**src/rtl/cdb_arbiter_n.sv**
```systemverilog
// Common data bus arbiter: per-source holding FIFOs feed NUM_CH registered
// broadcast channels, granted in fixed-priority or round-robin order.

module cdb_fifo #(
  parameter int DATA_W = 16,
  parameter int TAG_W  = 5,
  parameter int DEPTH  = 2
) (
  input  logic              clk,
  input  logic              rst_n,
  input  logic              flush,
  input  logic              enq,
  input  logic [DATA_W-1:0] wdata,
  input  logic [TAG_W-1:0]  wtag,
  input  logic              deq,
  output logic [DATA_W-1:0] head_data,
  output logic [TAG_W-1:0]  head_tag,
  output logic              not_empty,
  output logic              ready
);
  localparam int PW = $clog2(DEPTH);
  localparam logic [PW:0] FULL = DEPTH[PW:0];

  logic [DATA_W+TAG_W-1:0] mem [DEPTH];
  logic [PW-1:0]           rd_ptr, wr_ptr;
  logic [PW:0]             cnt;

  assign {head_tag, head_data} = mem[rd_ptr];
  assign not_empty = (cnt != '0);
  assign ready     = (cnt != FULL);

  always_ff @(posedge clk or negedge rst_n) begin
    if (!rst_n) begin
      rd_ptr <= '0;
      wr_ptr <= '0;
      cnt    <= '0;
    end else if (flush) begin
      rd_ptr <= '0;
      wr_ptr <= '0;
      cnt    <= '0;
    end else begin
      if (enq) wr_ptr <= wr_ptr + 1'b1;
      if (deq) rd_ptr <= rd_ptr + 1'b1;
      // enqueue and dequeue together leave occupancy unchanged
      case ({enq, deq})
        2'b10:   cnt <= cnt + 1'b1;
        2'b01:   cnt <= cnt - 1'b1;
        default: cnt <= cnt;
      endcase
    end
  end

  always_ff @(posedge clk) begin
    if (enq) mem[wr_ptr] <= {wtag, wdata};
  end
endmodule

module cdb_arbiter_n #(
  parameter int DATA_W   = 16,
  parameter int TAG_W    = 5,
  parameter int NUM_SRC  = 3,
  parameter int NUM_CH   = 2,
  parameter int DEPTH    = 2,
  parameter int ARB_MODE = 0
) (
  input  logic                      clk,
  input  logic                      rst_n,
  input  logic                      flush,
  input  logic [NUM_SRC-1:0]        src_valid,
  input  logic [NUM_SRC*DATA_W-1:0] src_data,
  input  logic [NUM_SRC*TAG_W-1:0]  src_tag,
  output logic [NUM_SRC-1:0]        src_ready,
  output logic [NUM_CH-1:0]         cdb_valid,
  output logic [NUM_CH*DATA_W-1:0]  cdb_data,
  output logic [NUM_CH*TAG_W-1:0]   cdb_tag,
  output logic [NUM_CH*3-1:0]       cdb_src,
  output logic                      overflow_err
);
  localparam int SW = $clog2(NUM_SRC);
  localparam int CW = (NUM_CH > 1) ? $clog2(NUM_CH) : 1;

  logic [NUM_SRC-1:0][DATA_W-1:0] sdata, head_data;
  logic [NUM_SRC-1:0][TAG_W-1:0]  stag, head_tag;
  logic [NUM_SRC-1:0]             enq, grant, not_empty;

  logic [NUM_CH-1:0]              ch_vld;
  logic [NUM_CH-1:0][SW-1:0]      ch_src;
  logic [NUM_CH-1:0][DATA_W-1:0]  ch_data, data_q;
  logic [NUM_CH-1:0][TAG_W-1:0]   ch_tag, tag_q;
  logic [NUM_CH-1:0][2:0]         ch_src3, src_q;
  logic [SW-1:0]                  rr_ptr, nxt_rr;

  assign sdata    = src_data;
  assign stag     = src_tag;
  assign cdb_data = data_q;
  assign cdb_tag  = tag_q;
  assign cdb_src  = src_q;
  // a flush cycle never enqueues, whatever src_valid says
  assign enq      = src_valid & src_ready & {NUM_SRC{~flush}};

  for (genvar i = 0; i < NUM_SRC; i++) begin : g_src
    cdb_fifo #(.DATA_W(DATA_W), .TAG_W(TAG_W), .DEPTH(DEPTH)) u_fifo (
      .clk       (clk),
      .rst_n     (rst_n),
      .flush     (flush),
      .enq       (enq[i]),
      .wdata     (sdata[i]),
      .wtag      (stag[i]),
      .deq       (grant[i]),
      .head_data (head_data[i]),
      .head_tag  (head_tag[i]),
      .not_empty (not_empty[i]),
      .ready     (src_ready[i])
    );
  end

  // Walk sources from the start point, packing winners densely into channels.
  always_comb begin
    int idx;
    int n;
    int start;
    logic [SW-1:0] sel;
    grant  = '0;
    ch_vld = '0;
    ch_src = '0;
    nxt_rr = rr_ptr;
    n      = 0;
    sel    = '0;
    start  = (ARB_MODE == 1) ? int'(rr_ptr) : 0;
    for (int k = 0; k < NUM_SRC; k++) begin
      idx = start + k;
      if (idx >= NUM_SRC) idx = idx - NUM_SRC;
      sel = SW'(idx);
      if (not_empty[sel] && n < NUM_CH) begin
        grant[sel]        = 1'b1;
        ch_vld[CW'(n)]    = 1'b1;
        ch_src[CW'(n)]    = sel;
        nxt_rr            = (idx + 1 == NUM_SRC) ? '0 : SW'(idx + 1);
        n                 = n + 1;
      end
    end
  end

  always_comb begin
    ch_data = '0;
    ch_tag  = '0;
    ch_src3 = '0;
    for (int c = 0; c < NUM_CH; c++) begin
      if (ch_vld[c]) begin
        ch_data[c] = head_data[ch_src[c]];
        ch_tag[c]  = head_tag[ch_src[c]];
        ch_src3[c] = 3'(ch_src[c]);
      end
    end
  end

  always_ff @(posedge clk or negedge rst_n) begin
    if (!rst_n) begin
      cdb_valid <= '0;
      data_q    <= '0;
      tag_q     <= '0;
      src_q     <= '0;
      rr_ptr    <= '0;
    end else if (flush) begin
      cdb_valid <= '0;
      data_q    <= '0;
      tag_q     <= '0;
      src_q     <= '0;
      rr_ptr    <= '0;
    end else begin
      cdb_valid <= ch_vld;
      data_q    <= ch_data;
      tag_q     <= ch_tag;
      src_q     <= ch_src3;
      rr_ptr    <= nxt_rr;
    end
  end

  always_ff @(posedge clk or negedge rst_n) begin
    if (!rst_n)                           overflow_err <= 1'b0;
    else if (|(src_valid & ~src_ready))   overflow_err <= 1'b1;
  end
endmodule
```
**config.mk**
```make
export PLATFORM = sky130hd
export DESIGN_NAME = cdb_arbiter_n
export DESIGN_NICKNAME = d
export VERILOG_FILES = /design/src/rtl/cdb_arbiter_n.sv
export SDC_FILE = /design/constraint.sdc
export NUM_CORES = 1
export LEC_CHECK = 0
export ABC_AREA = 1
export CAP_MARGIN = 20
export CORE_ASPECT_RATIO = 0.8
export CORE_MARGIN = 2
export CORE_UTILIZATION = 40
export CTS_CLUSTER_SIZE = 16
export DETAILED_ROUTE_END_ITERATION = 12
export PLACE_DENSITY = 0.73
export SLEW_MARGIN = 5
export SYNTH_ARGS = -nofsm -noshare
export SYNTH_HDL_FRONTEND = slang
export SYNTH_HIERARCHICAL = 1
export SYNTH_SLANG_ARGS = --single-unit
export TNS_END_PERCENT = 20
```
**constraint.sdc**
```tcl
create_clock -name clk -period 4.4 [get_ports clk]
set_clock_uncertainty 0.05 [all_clocks]
set_input_delay 0.88 -clock clk [delete_from_list [all_inputs] [get_ports clk]]
set_output_delay 0.88 -clock clk [all_outputs]
set_load 0.05 [all_outputs]
```
==> results of run 1 <==
[cell type report]
type | instances | area [µm²]
well taps | 225 | 281.5
clock inverters | 14 | 175.2
inverters | 71 | 266.5
clock buffers | 18 | 429.2
multi-input cells | 338 | 1878
flip-flops and latches | 163 | 4710
fillers | 1518 | 8652
repair buffers | 100 | 985.9
[path summary, 6_finish.rpt]
| check | from | endpoint | slack [ns] |
|---|---|---|---|
| worst max-delay path | g_src[2].u_fifo/cnt[0]$_DFFE_PN0P_ | src_ready[2] | 1.61 |
| worst min-delay path | overflow_err$_DFFE_PN0P_ | overflow_err$_DFFE_PN0P_ | 0.44 |
| worst max register to register | g_src[1].u_fifo/cnt[1]$_DFFE_PN0P_ | cdb_data[7]$_DFF_PN0_ | 1.74 |
| min in group asynchronous | rst_n | cdb_data[11]$_DFF_PN0_ | 0.54 |
| max in group asynchronous | rst_n | cdb_data[14]$_DFF_PN0_ | 3.17 |
| worst min register to register | overflow_err$_DFFE_PN0P_ | overflow_err$_DFFE_PN0P_ | 0.44 |
[state kept, by name (all words and copies together), names as in the netlist, 2 cells and up]
name and count:
g_src.u_fifo/mem 126, cdb_data 16, g_src.u_fifo/cnt 6, cdb_tag 5, g_src.u_fifo/rd_ptr 3, g_src.u_fifo/wr_ptr 3
cdb_src 2
[layer usage]
layer,vias to the layer above,track usage
li1,2111,-
met1,2089,0.2157
met2,155,0.2620
met3,7,0.04697
met4,0,0.02951
met5,-,0
[kinds of logic (layout without fill, tap and decap cells)]
kind of cell / Yosys count / in the layout / share of synthesized area
mux: 63 / 63 / 0.09981
flops: 163 / 163 / 0.6626
buf+inv: 117 / 203 / 0.08749
simple gates: 234 / 234 / 0.1343
fa+ha+maj: 4 / 4 / 0.007041
other cells: 1 / 26 / 0.0005276
compound gates: 11 / 11 / 0.008274
[synthesized netlist by cell type]
library cell	n
nor2_4	1
nand2_2	1
buf_6	8
o21ai_0	6
a21oi_1	4
buf_4	30
ha_1	4
nor2_1	31
o221ai_1	1
buf_2	8
edfxtp_1	126
nand2_1	159
conb_1	1
nand3_1	34
nand4_1	6
dfrtp_1	37
inv_1	68
inv_2	3
or2_1	1
nand3_2	1
mux2_2	63
[per-stage QoR]
step | instance area [µm²] | hold slack (ns) | worst slack (ns)
2_1_floorplan | 7202 | 0.4616 | 1.869
3_3_place_gp | 8122 | 0.4325 | 1.511
3_5_place_dp | 8122 | 0.4286 | 1.467
4_1_cts | 8726 | 0.4441 | 1.622
5_1_grt | 8726 | 0.4715 | 1.430
6_report | 8726 | 0.4392 | 1.608
[tightest hold or removal path: stages, from the launching register on]
cell,delay [ns]
dfrtp_1,0.34
a21oi_1,0.05
o221ai_1,0.06
[power by group through the flow]
stage	combinational (µW)	clock (µW)	sequential, µW
6_report	2030	1520	2020
4_1_cts	2040	1540	2020
2_1_floorplan	1400	0	2210
5_1_grt	2250	1610	2050
3_5_place_dp	2020	0	2050
3_3_place_gp	2000	0	2050
==> summary.md, run 1 <==
| Metric | Value |
|---|---|
| Status | finished clean |
| Synthesized area | 7108 µm² |
| Crit path depth | 3 |
| Total number of vias | 4362 |
| Htree depth | 4 |
| Met3 wire len | 909 µm |
| RePlAce Congestion | 0.8285 |
| Max-cap violations | 0 |
| Final core utilization | 0.5021 |
| Type of the worst min-delay path | register to register |
| Commonest non-fill, non-tap cells in the layout | 159 x nand2_1, 126 x edfxtp_1, 95 x clkdlybuf4s50_1, 68 x inv_1, 63 x mux2_2 |
| WL/cell | 15.71 µm |
| Fmax | 358.2 MHz |
| Clock Latency Late Sink | 0.42 ns |
| Cell type with the largest total area after synthesis | edfxtp_1 |
| Final nets | 764 |
| Overall Global Routing Usage | 0.1598 |
| Worst EP arrival | 1.86 ns |
| Crit path kind | register to primary output |
| Worst path max stage delay | 0.83 ns |
| Vias per inst | 4.695 |
| Leak | 0.003728 µW |
| Library cells used by synthesis | 21 |
| Root Driver | clkbuf_16 |
| Sw frac | 0.3787 |
| Die width | 153.0 µm |
| Detailed Place HPWL | 9.846 mm |
| CTS Hold Bufs | 0 |
| Initial antenna violation count | 0 |
| Clock Path Buffers | 2 |
| Net switching power | 2109 µW |
| Non-filler instance count after layout | 929 |
| VDD IR max | 0.3475 mV |
| Cell internal pwr | 3461 µW |
| Remaining DRCs | 0 |
| Die area | 18860 µm² |
| Antenna cells | 0 |
| Clock transition at path regs | 0.07 ns |
| Cells on worst reg2reg path | 10 |
| CP Launch Type | register |
| Syn Inst Count | 593 |
| CP top delay family | buffers and inverters |
| Area Growth Syn to Fin | 22.76% |
| Post-Route WL | 14.59 mm |
| M1 WL | 6.620 mm |
| Synth warn | 6 |
| Setup bufs post-CTS | 0 |
| Hold depth | 2 |
| Met2 WL | 6.992 mm |
| IO buf count | 96 |
| Power Total | 5570 µW |
| Clock network power share | 0.273 |
| Combinational power share | 0.365 |
| Final Hold Violating Endpoints | 0 |
| Final setup fails | 0 |
| Gates resized, CTS repair | 0 |
| I/O Pins | 123 |
| GRT Residual Overflow | 0 |
| Buf/Inv on CP | 2 |
| Critical-path top delay cell | clkdlybuf4s50_1 |
| Clk sink count | 163 |
| Initial Util | 0.4090 |
| # rows | 43 |
| Worst setup EP type | primary output |
| Final Critical Period | 2.792 ns |
| Synth Area per Inst | 11.99 µm² |
| First-pass GRT wire length | 22.88 mm |
| Sequential power share | 0.363 |
| Post-route clock period utilization | 0.6345 |
| Number of global-route vias before repair | 4417 |
| Synth top area share | 0.5323 |
| Relative slew slack | 0.3369 |
| Max-slew violations | 0 |
| Largest net degree at the start of global routing | 38 |
| Most common cell after layout, fill and taps aside | nand2_1 |
| RSZ-0062 raised after global routing | false |
| Dpl cells | 897 |
| CP Cell Sequence | inv_1 -> nand2_1 -> clkdlybuf4s50_1 |
| Ranking of synthesized cells by area | edfxtp_1 53%, dfrtp_1 13%, mux2_2 10% |
| First DRT Iteration DRCs | 340 |
| Top Metal Used | met4 |
| CTS tree | done |
| Worst Tran Pin Value | 0.9947 ns |
| Req. time, crit path | 3.47 ns |
| Total CTS buffers | 17 |
| Crit path max fanout | 5 |
| Sequential cell area fraction in the yosys report | 0.6626 |
| Pwr Density | 638.3 nW/µm² |
| Chip height | 123.2 µm |
| Post-route ant nets | 0 |
| Share of cells above drive strength 1 | 0.1520 |
| Core area | 17380 µm² |
| DR pass1 iterations | 5 |
| Setup_tns | 0 ns |
| #FFs+latches synth | 163 |
(Power assumes the default switching activity.)
==> run 2: changes to the inputs <==
==> constraint.sdc (replaced) <==
create_clock -name clk -period 2.9 [get_ports clk]
set_clock_uncertainty 0.05 [all_clocks]
set_input_delay 0.58 -clock clk [delete_from_list [all_inputs] [get_ports clk]]
set_output_delay 0.58 -clock clk [all_outputs]
set_load 0.05 [all_outputs]
==> run 2 against run 1 <==
Effect of this change: hold slack worse by 0.22 ns; largest cell class unchanged; cell area up 0.14%; register-to-register slack worse by 1.0 ns; final cell count up 0.86%.
==> summary.md, run 2 (same netlist as run 1, synthesis figures left out) <==
| Metric | Value |
|---|---|
| Status | finished clean |
| Root Driver | clkbuf_16 |
| Area Growth Syn to Fin | 22.94% |
| Flop-to-flop setup slack | 0.71 ns |
| I/O Pins | 123 |
| Power Total | 8282 µW |
| Share of cells above drive strength 1 | 0.1559 |
| Total number of vias | 4399 |
| Commonest non-fill, non-tap cells in the layout | 159 x nand2_1, 126 x edfxtp_1, 95 x clkdlybuf4s50_1, 68 x inv_1, 63 x mux2_2 |
| Total CTS buffers | 17 |
| Req. time, crit path | 2.27 ns |
| Die width | 153.0 µm |
| Non-filler instance count after layout | 937 |
| CTS tree | done |
| Clock transition at path regs | 0.06 ns |
| GRT Residual Overflow | 0 |
| Post-route clock period utilization | 0.8490 |
| Max-slew violations | 0 |
| Final setup fails | 0 |
| RSZ-0062 raised after global routing | false |
| # rows | 43 |
| Worst Tran Pin Value | 0.8561 ns |
| Initial antenna violation count | 0 |
| Type of the worst min-delay path | input port to async pin |
| Overall Global Routing Usage | 0.1540 |
| Largest net degree at the start of global routing | 38 |
| Final Critical Period | 2.462 ns |
| Detailed Place HPWL | 9.919 mm |
| Setup bufs post-CTS | 0 |
| Crit path max fanout | 5 |
| Worst Setup Slack post-DPL | 0.5763 ns |
| VDD IR max | 0.7252 mV |
| Post-Route WL | 14.09 mm |
| Clock Path Buffers | 2 |
| Worst setup EP type | primary output |
| Worst EP arrival | 1.83 ns |
| Number of global-route vias before repair | 4340 |
| Fill cells | 1544 |
| Crit path kind | register to primary output |
| Fmax | 406.1 MHz |
| First-pass GRT wire length | 21.91 mm |
| CP Launch Type | register |
| CTS Hold Bufs | 0 |
| Clk sink count | 163 |
| Most common cell after layout, fill and taps aside | nand2_1 |
| WL/cell | 15.03 µm |
| Max reg flops | 126 |
| Max-cap violations | 0 |
| IO buf count | 96 |
| Biggest register | g_src.u_fifo/mem |
| Core area | 17380 µm² |
| Remaining DRCs | 0 |
| RePlAce Congestion | 0.8369 |
| First DRT Iteration DRCs | 265 |
| Pwr Density | 947.7 nW/µm² |
| Post-route ant nets | 0 |
| Initial Util | 0.4090 |
| Relative slew slack | 0.4293 |
| Dpl cells | 905 |
| Final setup margin | 0.4379 ns |
| Setup_tns | 0 ns |
| Vias per inst | 4.695 |
| Gates resized, CTS repair | 0 |
| Clock Latency Late Sink | 0.42 ns |
| Htree depth | 4 |
| Final core utilization | 0.5028 |
| Final nets | 772 |
| DR pass1 iterations | 4 |
| Final Hold Violating Endpoints | 0 |
| Chip height | 123.2 µm |
| Die area | 18860 µm² |
| Leak | 0.003755 µW |
| Antenna cells | 0 |
## run 2: changes by cell type in the layout (fill, tap and decap cells not counted), sizes merged
cell / delta
clkinvlp: -2
clkbuf: +9
buf: +8
bufinv: -2
inv: -5
## run 2: worst paths after layout
path	from	endpoint	depth (start not counted)
max in group asynchronous	rst_n	cdb_data[15]$_DFF_PN0_	1
min reg2reg	overflow_err$_DFFE_PN0P_	overflow_err$_DFFE_PN0P_	2
min	rst_n	g_src[1].u_fifo/cnt[1]$_DFFE_PN0P_	1
min in group clk	overflow_err$_DFFE_PN0P_	overflow_err$_DFFE_PN0P_	2
max	g_src[2].u_fifo/cnt[0]$_DFFE_PN0P_	src_ready[2]	3
max reg2reg	g_src[0].u_fifo/cnt[1]$_DFFE_PN0P_	cdb_data[11]$_DFF_PN0_	11
## run 2: cell type report
cell class	count	area, µm²	share of cell area
Sequential cell	163	4710	0.5389
Multi-Input combinational cell	338	1878	0.2149
Timing Repair Buffer	108	1046	0.1197
Clock buffer	27	503.0	0.05756
Tap cell	225	281.5	0.03222
Inverter	71	266.5	0.03050
Clock inverter	5	53.80	0.006157
## run 2: metrics by stage
| stage | hold WS, ns | instance area (µm²) |
|---|---|---|
| 2_1_floorplan | 0.2344 | 7202 |
| 3_3_place_gp | 0.4256 | 8182 |
| 3_5_place_dp | 0.4287 | 8182 |
| 4_1_cts | 0.2356 | 8738 |
| 5_1_grt | 0.2759 | 8738 |
| 6_report | 0.2182 | 8738 |
## run 2: layer usage
layer / vias up / part of all wire / global-route usage
li1: 2123 / - / -
met1: 2112 / 0.46 / 0.2068
met2: 151 / 0.47 / 0.2447
met3: 13 / 0.065 / 0.04487
met4: 0 / 0.0095 / 0.04803
met5: - / 0 / 0
## run 2: worst max-delay path: stages, from the launching register on
cell	delay, ns
dfrtp_1	0.36
inv_1	0.08
nand2_1	0.15
clkdlybuf4s50_1	0.83
## run 2: where the power goes
group / leakage, µW / internal [µW] / total (µW) / switching (µW)
Clock: 0.000275 / 1270 / 2090 / 823
Combinational: 0.00185 / 1100 / 3250 / 2150
Sequential: 0.00163 / 2830 / 2940 / 106
Total: 0.00375 / 5210 / 8280 / 3080
